[src/rtl/keccak_string_to_state.sv]
// Rebuilds the 5x5x64 Keccak state from a stream of 25 64-bit string words,
// lowest string bits first, zero-filling short strings.
module keccak_string_to_state #(
    parameter int LANE_W = 64,
    parameter int NLANES = 25
) (
    input  logic                       clk,
    input  logic                       reset,
    input  logic                       in_valid,
    output logic                       in_ready,
    input  logic [LANE_W-1:0]          in_data,
    input  logic                       in_last,
    output logic                       out_valid,
    input  logic                       out_ready,
    output logic [LANE_W*NLANES-1:0]   state_o,
    output logic [4:0]                 lane_cnt_o
);

    typedef enum logic [1:0] {IDLE, FILL, HOLD} state_t;

    state_t            state, state_nxt;
    logic [LANE_W-1:0] lanes [NLANES];
    logic [4:0]        k;
    logic [2:0]        x, y;
    logic [4:0]        wr_idx;
    logic              accept;

    assign accept = in_valid && in_ready;
    // Lane storage is x-major: index 5x+y, computed without a multiplier.
    assign wr_idx = {x, 2'b00} + {2'b00, x} + {2'b00, y};

    always_ff @(posedge clk or negedge reset) begin
        if (!reset) begin
            state <= IDLE;
        end else begin
            state <= state_nxt;
        end
    end

    always_comb begin
        state_nxt = state;
        case (state)
            IDLE: begin
                if (accept) begin
                    state_nxt = in_last ? HOLD : FILL;
                end
            end
            FILL: begin
                if (accept && (in_last || k == 5'd24)) begin
                    state_nxt = HOLD;
                end
            end
            HOLD: begin
                if (out_ready) begin
                    state_nxt = IDLE;
                end
            end
            default: state_nxt = IDLE;
        endcase
    end

    always_comb begin
        in_ready  = 1'b0;
        out_valid = 1'b0;
        case (state)
            IDLE, FILL: in_ready  = reset;
            HOLD:       out_valid = 1'b1;
            default: begin
                in_ready  = 1'b0;
                out_valid = 1'b0;
            end
        endcase
    end

    always_ff @(posedge clk or negedge reset) begin
        if (!reset) begin
            for (int unsigned i = 0; i < NLANES; i++) begin
                lanes[i] <= '0;
            end
            k <= '0;
            x <= '0;
            y <= '0;
        end else begin
            case (state)
                IDLE: begin
                    if (accept) begin
                        // Previous string's lanes are cleared only here, so the
                        // last state stays visible while idle.
                        for (int unsigned i = 0; i < NLANES; i++) begin
                            lanes[i] <= (i == 0) ? in_data : '0;
                        end
                        k <= 5'd1;
                        x <= 3'd1;
                        y <= 3'd0;
                    end
                end
                FILL: begin
                    if (accept) begin
                        lanes[wr_idx] <= in_data;
                        k <= k + 5'd1;
                        if (x == 3'd4) begin
                            x <= '0;
                            y <= y + 3'd1;
                        end else begin
                            x <= x + 3'd1;
                        end
                    end
                end
                HOLD: begin
                    if (out_ready) begin
                        k <= '0;
                        x <= '0;
                        y <= '0;
                    end
                end
                default: begin
                    k <= '0;
                    x <= '0;
                    y <= '0;
                end
            endcase
        end
    end

    always_comb begin
        state_o = '0;
        for (int unsigned i = 0; i < NLANES; i++) begin
            state_o[LANE_W*i +: LANE_W] = lanes[i];
        end
    end

    assign lane_cnt_o = k;

endmodule
[config.mk]
export PLATFORM = sky130hd
export DESIGN_NAME = keccak_string_to_state
export DESIGN_NICKNAME = d
export VERILOG_FILES = /design/src/rtl/keccak_string_to_state.sv
export SDC_FILE = /design/constraint.sdc
export NUM_CORES = 2
export LEC_CHECK = 0
export ABC_AREA = 1
export CORE_AREA = 2 2 650 652
export CTS_CLUSTER_DIAMETER = 50
export DETAILED_ROUTE_END_ITERATION = 16
export DIE_AREA = 0 0 652 654
export GPL_ROUTABILITY_DRIVEN = 0
export HOLD_SLACK_MARGIN = 0.06
export PLACE_DENSITY = 0.41
export SKIP_LAST_GASP = 1
export SLEW_MARGIN = 20
export SYNTH_ARGS = -nofsm -noshare
export SYNTH_HDL_FRONTEND = slang
export SYNTH_SLANG_ARGS = --single-unit
[constraint.sdc]
create_clock -name clk -period 3.6 [get_ports clk]
set_clock_uncertainty 0.2 [all_clocks]
set_input_delay 0.72 -clock clk [delete_from_list [all_inputs] [get_ports clk]]
set_output_delay 0.72 -clock clk [all_outputs]
set_load 0.05 [all_outputs]
Word level (Yosys, flattened, before mapping)
Index checks and enable logic that the tools add are counted.

word-level totals
  logic and storage cells = 83
  input port bits = 69
  bits in registers = 1,613
  output and inout bits = 1,607

cells by class
  reduce and logical (&&, ||, !) cells = 11
  equal/unequal tests = 9
  $add $sub $neg = 5
  $lt $le $gt $ge = 2
  bitwise logic cells = 1
  multiplexer cells = 26

operators by type and width
  kind                 number
  $mux 1600            2
  $pmux 1600 s2        1
  $bwmux 1600          1
  $demux 64 s5         1
  $mux 64              1
  $mux 3               7
  $pmux 3 s3           2
  $mux 5               3
  $pmux 5 s3           1
  $add 5x3->5          2
  $ne 2x2->1 const B   5
  $reduce_and 3->1     3
  $mux 2               4
  $add 3x1->3 const B  2
  $ge 6x6->1 const B   1
  $lt 6x1->1 const B   1
  $not 5->6            1
  $pmux 2 s3           1
  $add 5x1->5 const B  1
  $eq 5x5->1 const B   1
  $reduce_and 4->1     1
  $eq 3x3->1 const B   1
  $logic_and 1x1->1    3
  $eq 2x1->1 const B   1
  other kinds (6)      7

Depth between registers and ports, before layout
  word-level depth = 10
  depth in mapped cells = 13
  gate-level depth less buffers = 11

Worst setup path before layout
OpenSTA, ideal clock, no wires.

  path kind = input-to-reg
  start point = input reset
  end point = register lanes, in the netlist state_o[195]
  cell stages on the path = 9
  library setup time = 119 ps
  data required time = 3,281 ps
  setup slack = 646 ps
  path buffers = 2
  data arrival time = 2,635 ps
  cells stage by stage = inv_1 > nor2_1 > nand2_1 > inv_2 > buf_2 > nand2_2 > buf_2 > nand2_1 > nand2_1

between the ends
  longest elaborated chain between the ends = 4
  elaborated cells between the ends (all ways) = 5
  those cells by class = eq/ne: 2; mux: 1; reduce/logical: 2

ends and longest elaborated chain
  what                                   line  text
  start, declared                        8     input logic reset,
  $mux 1 (*)                             65    case (state)
  via in_ready                           10    output logic in_ready,
  $logic_and 1x1->1 (*)                  28    assign accept = in_valid && in_ready;
  $ne 2x2->1 (no source line)            n/a
  $reduce_and 3->1 (no source line) (*)  n/a
  end signal, assigned by index          90    lanes[i] <= (i == 0) ? in_data : '0;
  end signal, assigned by index          99    lanes[wr_idx] <= in_data;
  end, declared                          22    logic [LANE_W-1:0] lanes [NLANES];

Mark *: on every way through the listed nets, which the timed path passes. The rest lies on a longest branch.
A chain may end at the register's enable or synchronous reset.

Worst setup path after layout
  start point = register y[2]
  end point = register lanes, in the netlist state_o[802]

between the ends
  longest elaborated chain between the ends = 9
  elaborated cells between the ends (all ways) = 10
  those cells by class = add/sub: 1; order compare: 2; mux: 5; bitwise: 1; reduce/logical: 1

ends and longest elaborated chain
  what                                                            line  text
  start, declared                                                 24    logic [2:0] x, y;
  start signal, assigned                                          103   y <= y + 3'd1;
  $add 5x3->5 (*)                                                 30    assign wr_idx = {x, 2'b00} + {2'b00, x} + {2'b00, y};
  $not 5->6 (implied by the code) (*)                             99
  $ge 6x6->1 (implied by the code) or $lt 6x1->1 (tied branches)  99
  $logic_and 1x1->1 (implied by the code)                         99
  $mux 64 (implied by the code)                                   99
  $demux 64 s5 (*)                                                99
  $bwmux 1600 (*)                                                 99
  $mux 1600 (*)                                                   98    if (accept) begin
  $pmux 1600 s2 (*)                                               84    case (state)

Mark *: on every way between the ends. The rest lies on a longest branch, timed or not. The select of a mux whose other input is x is not followed.

==> results.txt <==
----------------------------------------------------
[Run status]
  Result of the run ... finished clean

[Synthesis]
  Prevailing post-synth register cell ... dfrtp_1
  Cells after synthesis ... roughly 7100
  Warnings, synthesis ... 0
  Syn Nets ... 7221
  Sequential fraction of the synthesis area ... 64.3%
  Number of synthesized register bits ... 1613
  Number of distinct library cell variants in the gate-level netlist after synthesis ... 30
  Number of flops mapped to enable cells by yosys ... 0
  Share of flip-flops with an asynchronous set or reset after synthesis ... 100%
  Post-synthesis instance area ... ~63000 um^2
  Per-instance average area after synthesis ... 8.80 um^2

[Timing]
  Worst-case hold slack ... 236 ps
  Actual slew at the worst max-slew pin ... ~960 ps
  Slew Limit Fails ... 0
  Number of setup violations in the final report ... 0
  Final critical delay including setup and external delays ... 3490 ps
  Worst-case headroom to the max-slew limit ... 36.0%
  Post-route clock period utilization ... a little over nine tenths
  Hold Fails Final Rpt ... 0
  RSZ-0062 raised after global routing ... true
  Achievable frequency ... 287 MHz

[GRT]
  Maximum number of pins on one net before global-route repair ... 148
  Total grt overflow ... 0
  Wire length of the first global-routing pass ... 510 mm
  Vias in the first global route ... 54600
  GRT Total Usage ... 17.4%
  Initial antenna violation count ... 52

[CTS]
  Latest clock arrival within the worst-skew pair ... ~900 ps
  CTS tree ... done
  Clock tree root driver cell ... clkbuf_16
  CTS HTree Levels ... 5
  Number of CTS-inserted buffers ... 284
  CTS sink count ... ~1600
  Bufs on Longest Clock Path ... 4
  Clock Pin Slew Worst Setup and Hold Paths ... 50 ps

[Routing]
  Number of nets with antenna violations after detailed routing ... 0
  Final wirelength ... 385 mm
  Detailed router's first-iteration violation count ... between 4000 and 5000
  Via-per-instance ratio ... 3.75
  Average wire per standard cell ... 26.2 um
  Count of TritonRoute iterations in the first routing pass ... 5
  Remaining design rule violation count ... 0
  Vias after detailed routing ... roughly 55000

[Floorplan]
  Die span in x ... roughly 650 um
  Initial core utilization ... 15.0%
  Boundary pin count ... 1676
  Die area ... roughly 430000 um^2
  Rows ... 238
  Die Span Y ... 654 um
  CORE AREA ... roughly 420000 um^2

[Layout]
  Number of inserted filler cells in the final layout ... 45400
  Storage cell area ... between 40000 and 50000 um^2
  Post-layout nets ... about 9000
  Area taken by multi-input logic gates ... 19500 um^2
  Fraction of layout instances using a drive strength above 1 ... under 10%
  Synth-to-layout area growth ... 57.6%
  Layout Cells excl Fill ... 14700

[Setup path]
  Crit. Startpoint ... y[2]$_DFFE_PN0P_
  Arrival time at the worst endpoint ... 4040 ps
  Worst R2R End ... state_o[802]$_DFFE_PN0P_
  Highest fanout seen on the critical path ... 31
  Launch instance of the worst register-to-register path ... y[2]$_DFFE_PN0P_
  Kind of end point of the critical path ... flop
  Slack of the worst reg-to-reg path ... 110 ps
  Depth of the most critical reg-to-reg path ... 11
  Required time worst endpoint ... 4150 ps
  CP startpoint kind ... flop
  Worst setup path category ... reg -> reg

[Power]
  Static leakage ... 48.5 nW
  VDD IR max ... about 530 uV
  Power density of the placed cells ... roughly 900 nW/um^2

[Min path]
  Path type of the worst min-delay path ... in -> reg
  End of the worst hold path ... state_o[44]$_DFFE_PN0P_
  Hold Path Stages ... 3
  HP Start ... in_data[44]

[Flow run]
  Max_cap viols ... 0

[Place]
  Buffers added on ports ... 1675
  HPWL after detailed placement ... 277 mm
  Post-Place Cells ... 14200

----------------------------------------------------
==> sequential cells by signal, summed over array words and instances (netlist names) <==
signal	cells
state	2
y	3
state_o	1600
lane_cnt_o	5
x	3
==> critical path, cell delays in order, from the launching register on <==
cell	delay [ps]
dfrtp_1	390
fa_1	590
inv_1	60
fa_1	400
xor2_2	220
buf_4	200
inv_1	120
nand4_1	170
clkinv_2	410
buf_12	350
nand2_1	90
nand2_1	60
==> final cells by class <==
class / count / area share, %
clock buffers: 370 / 8.14
diodes: 17 / 0.0430
multi-input cells: 4826 / 19.7
repair buffers: 1970 / 21.2
well taps: 5520 / 6.98
inverters: 239 / 0.943
clock inverters: 140 / 2.23
flip-flops and latches: 1613 / 40.8
==> synth_stat cells, types with 2 or more instances <==
master | n | area share [%]
a21oi_1 | 4 | 0.032
a21oi_2 | 2 | 0.028
buf_1 | 17 | 0.10
buf_2 | 254 | 2.0
buf_4 | 3 | 0.036
buf_6 | 67 | 1.2
clkbuf_1 | 121 | 0.72
dfrtp_1 | 1613 | 64
fa_1 | 2 | 0.064
ha_1 | 10 | 0.20
inv_1 | 216 | 1.3
inv_2 | 23 | 0.14
nand2_1 | 4462 | 27
nand2_2 | 7 | 0.070
nand2_4 | 11 | 0.20
nand3_1 | 77 | 0.61
nand4_1 | 25 | 0.25
nor2_1 | 44 | 0.26
nor2_2 | 32 | 0.32
o21ai_0 | 11 | 0.088
o22ai_1 | 128 | 1.3
xor2_1 | 3 | 0.042
==> through the flow <==
stage	total power [mW]	worst slack [ps]	instance area [um^2]	setup TNS (ps)	util, %
final	86.9	112	99000	0	23.6
after global routing	90.5	-5.50	99000	-6.13	23.6
after CTS	88.4	-83.3	99000	-83.3	23.6
after detailed placement	58.4	-81.2	88700	-536	21.1
after global placement	58.3	-52.5	88700	-65.2	21.1
after floorplan	41.0	646	62800	0	-
==> kinds of logic after synthesis <==
logic type / Yosys count / synth area share, %
adders and majority gates: 12 / 0.263
and+or+nand+nor: 4659 / 28.4
AOI/OAI and AO/OA: 151 / 1.51
xor gates and xnor gates: 4 / 0.0677
DFF: 1613 / 64.3
buffers and inverters: 701 / 5.51
==> worst max-delay path by stage <==
stage                     cells after the start  slack [ps]                       end
after floorplan                               9         650  state_o[195]$_DFFE_PN0P_
after global placement                       11         -50  state_o[986]$_DFFE_PN0P_
after detailed placement                     11         -80  state_o[986]$_DFFE_PN0P_
after CTS                                     3         -80                 out_valid
after global routing                         11          -6  state_o[768]$_DFFE_PN0P_
final                                        11         110  state_o[802]$_DFFE_PN0P_
==> per-layer routing <==
layer | track usage (%) | vias up | wire length, um
met3 | 4.37 | 556 | 24600
met5 | 0 | - | 77
met2 | 30.6 | 1911 | 193000
met1 | 20.5 | 27400 | 152000
met4 | 6.13 | 14 | 15300
li1 | - | 25300 | -
==> power by group <==
group / internal, mW / switching [mW] / total [mW]
registers: 21.1 / 1.76 / 22.9
clock network: 19.2 / 10.3 / 29.5
logic: 8.96 / 25.5 / 34.5
total: 49.3 / 37.6 / 86.9
==> cells in the final DEF (no fill, tap or decap), types with 8 or more instances in the layout <==
master and count:
nand4_1 25, nor2_1 9, nand2_4 26, o22ai_1 128
buf_4 146, inv_1 216, inv_2 8, clkbuf_1 32
clkbuf_16 292, clkbuf_8 46, nand2_1 4452, ha_1 10
clkinv_4 9, clkinvlp_4 23, nand3_1 77, nor2_4 66
clkdlybuf4s50_1 1662, dfrtp_1 1613, diode_2 17, inv_6 20
buf_12 158, o21ai_0 11, clkinv_2 38, bufinv_16 47
==> what timing repair did <==
item / CTS / global route
hold buffers: 1 / 0
resized for setup: 3 / 3
pin swaps: 1 / 1
buffers inserted: 1 / 0
setup endpoints to repair: 49 / 46
endpoints found under the hold margin: 97 / 0
(Power assumes the default switching activity.)
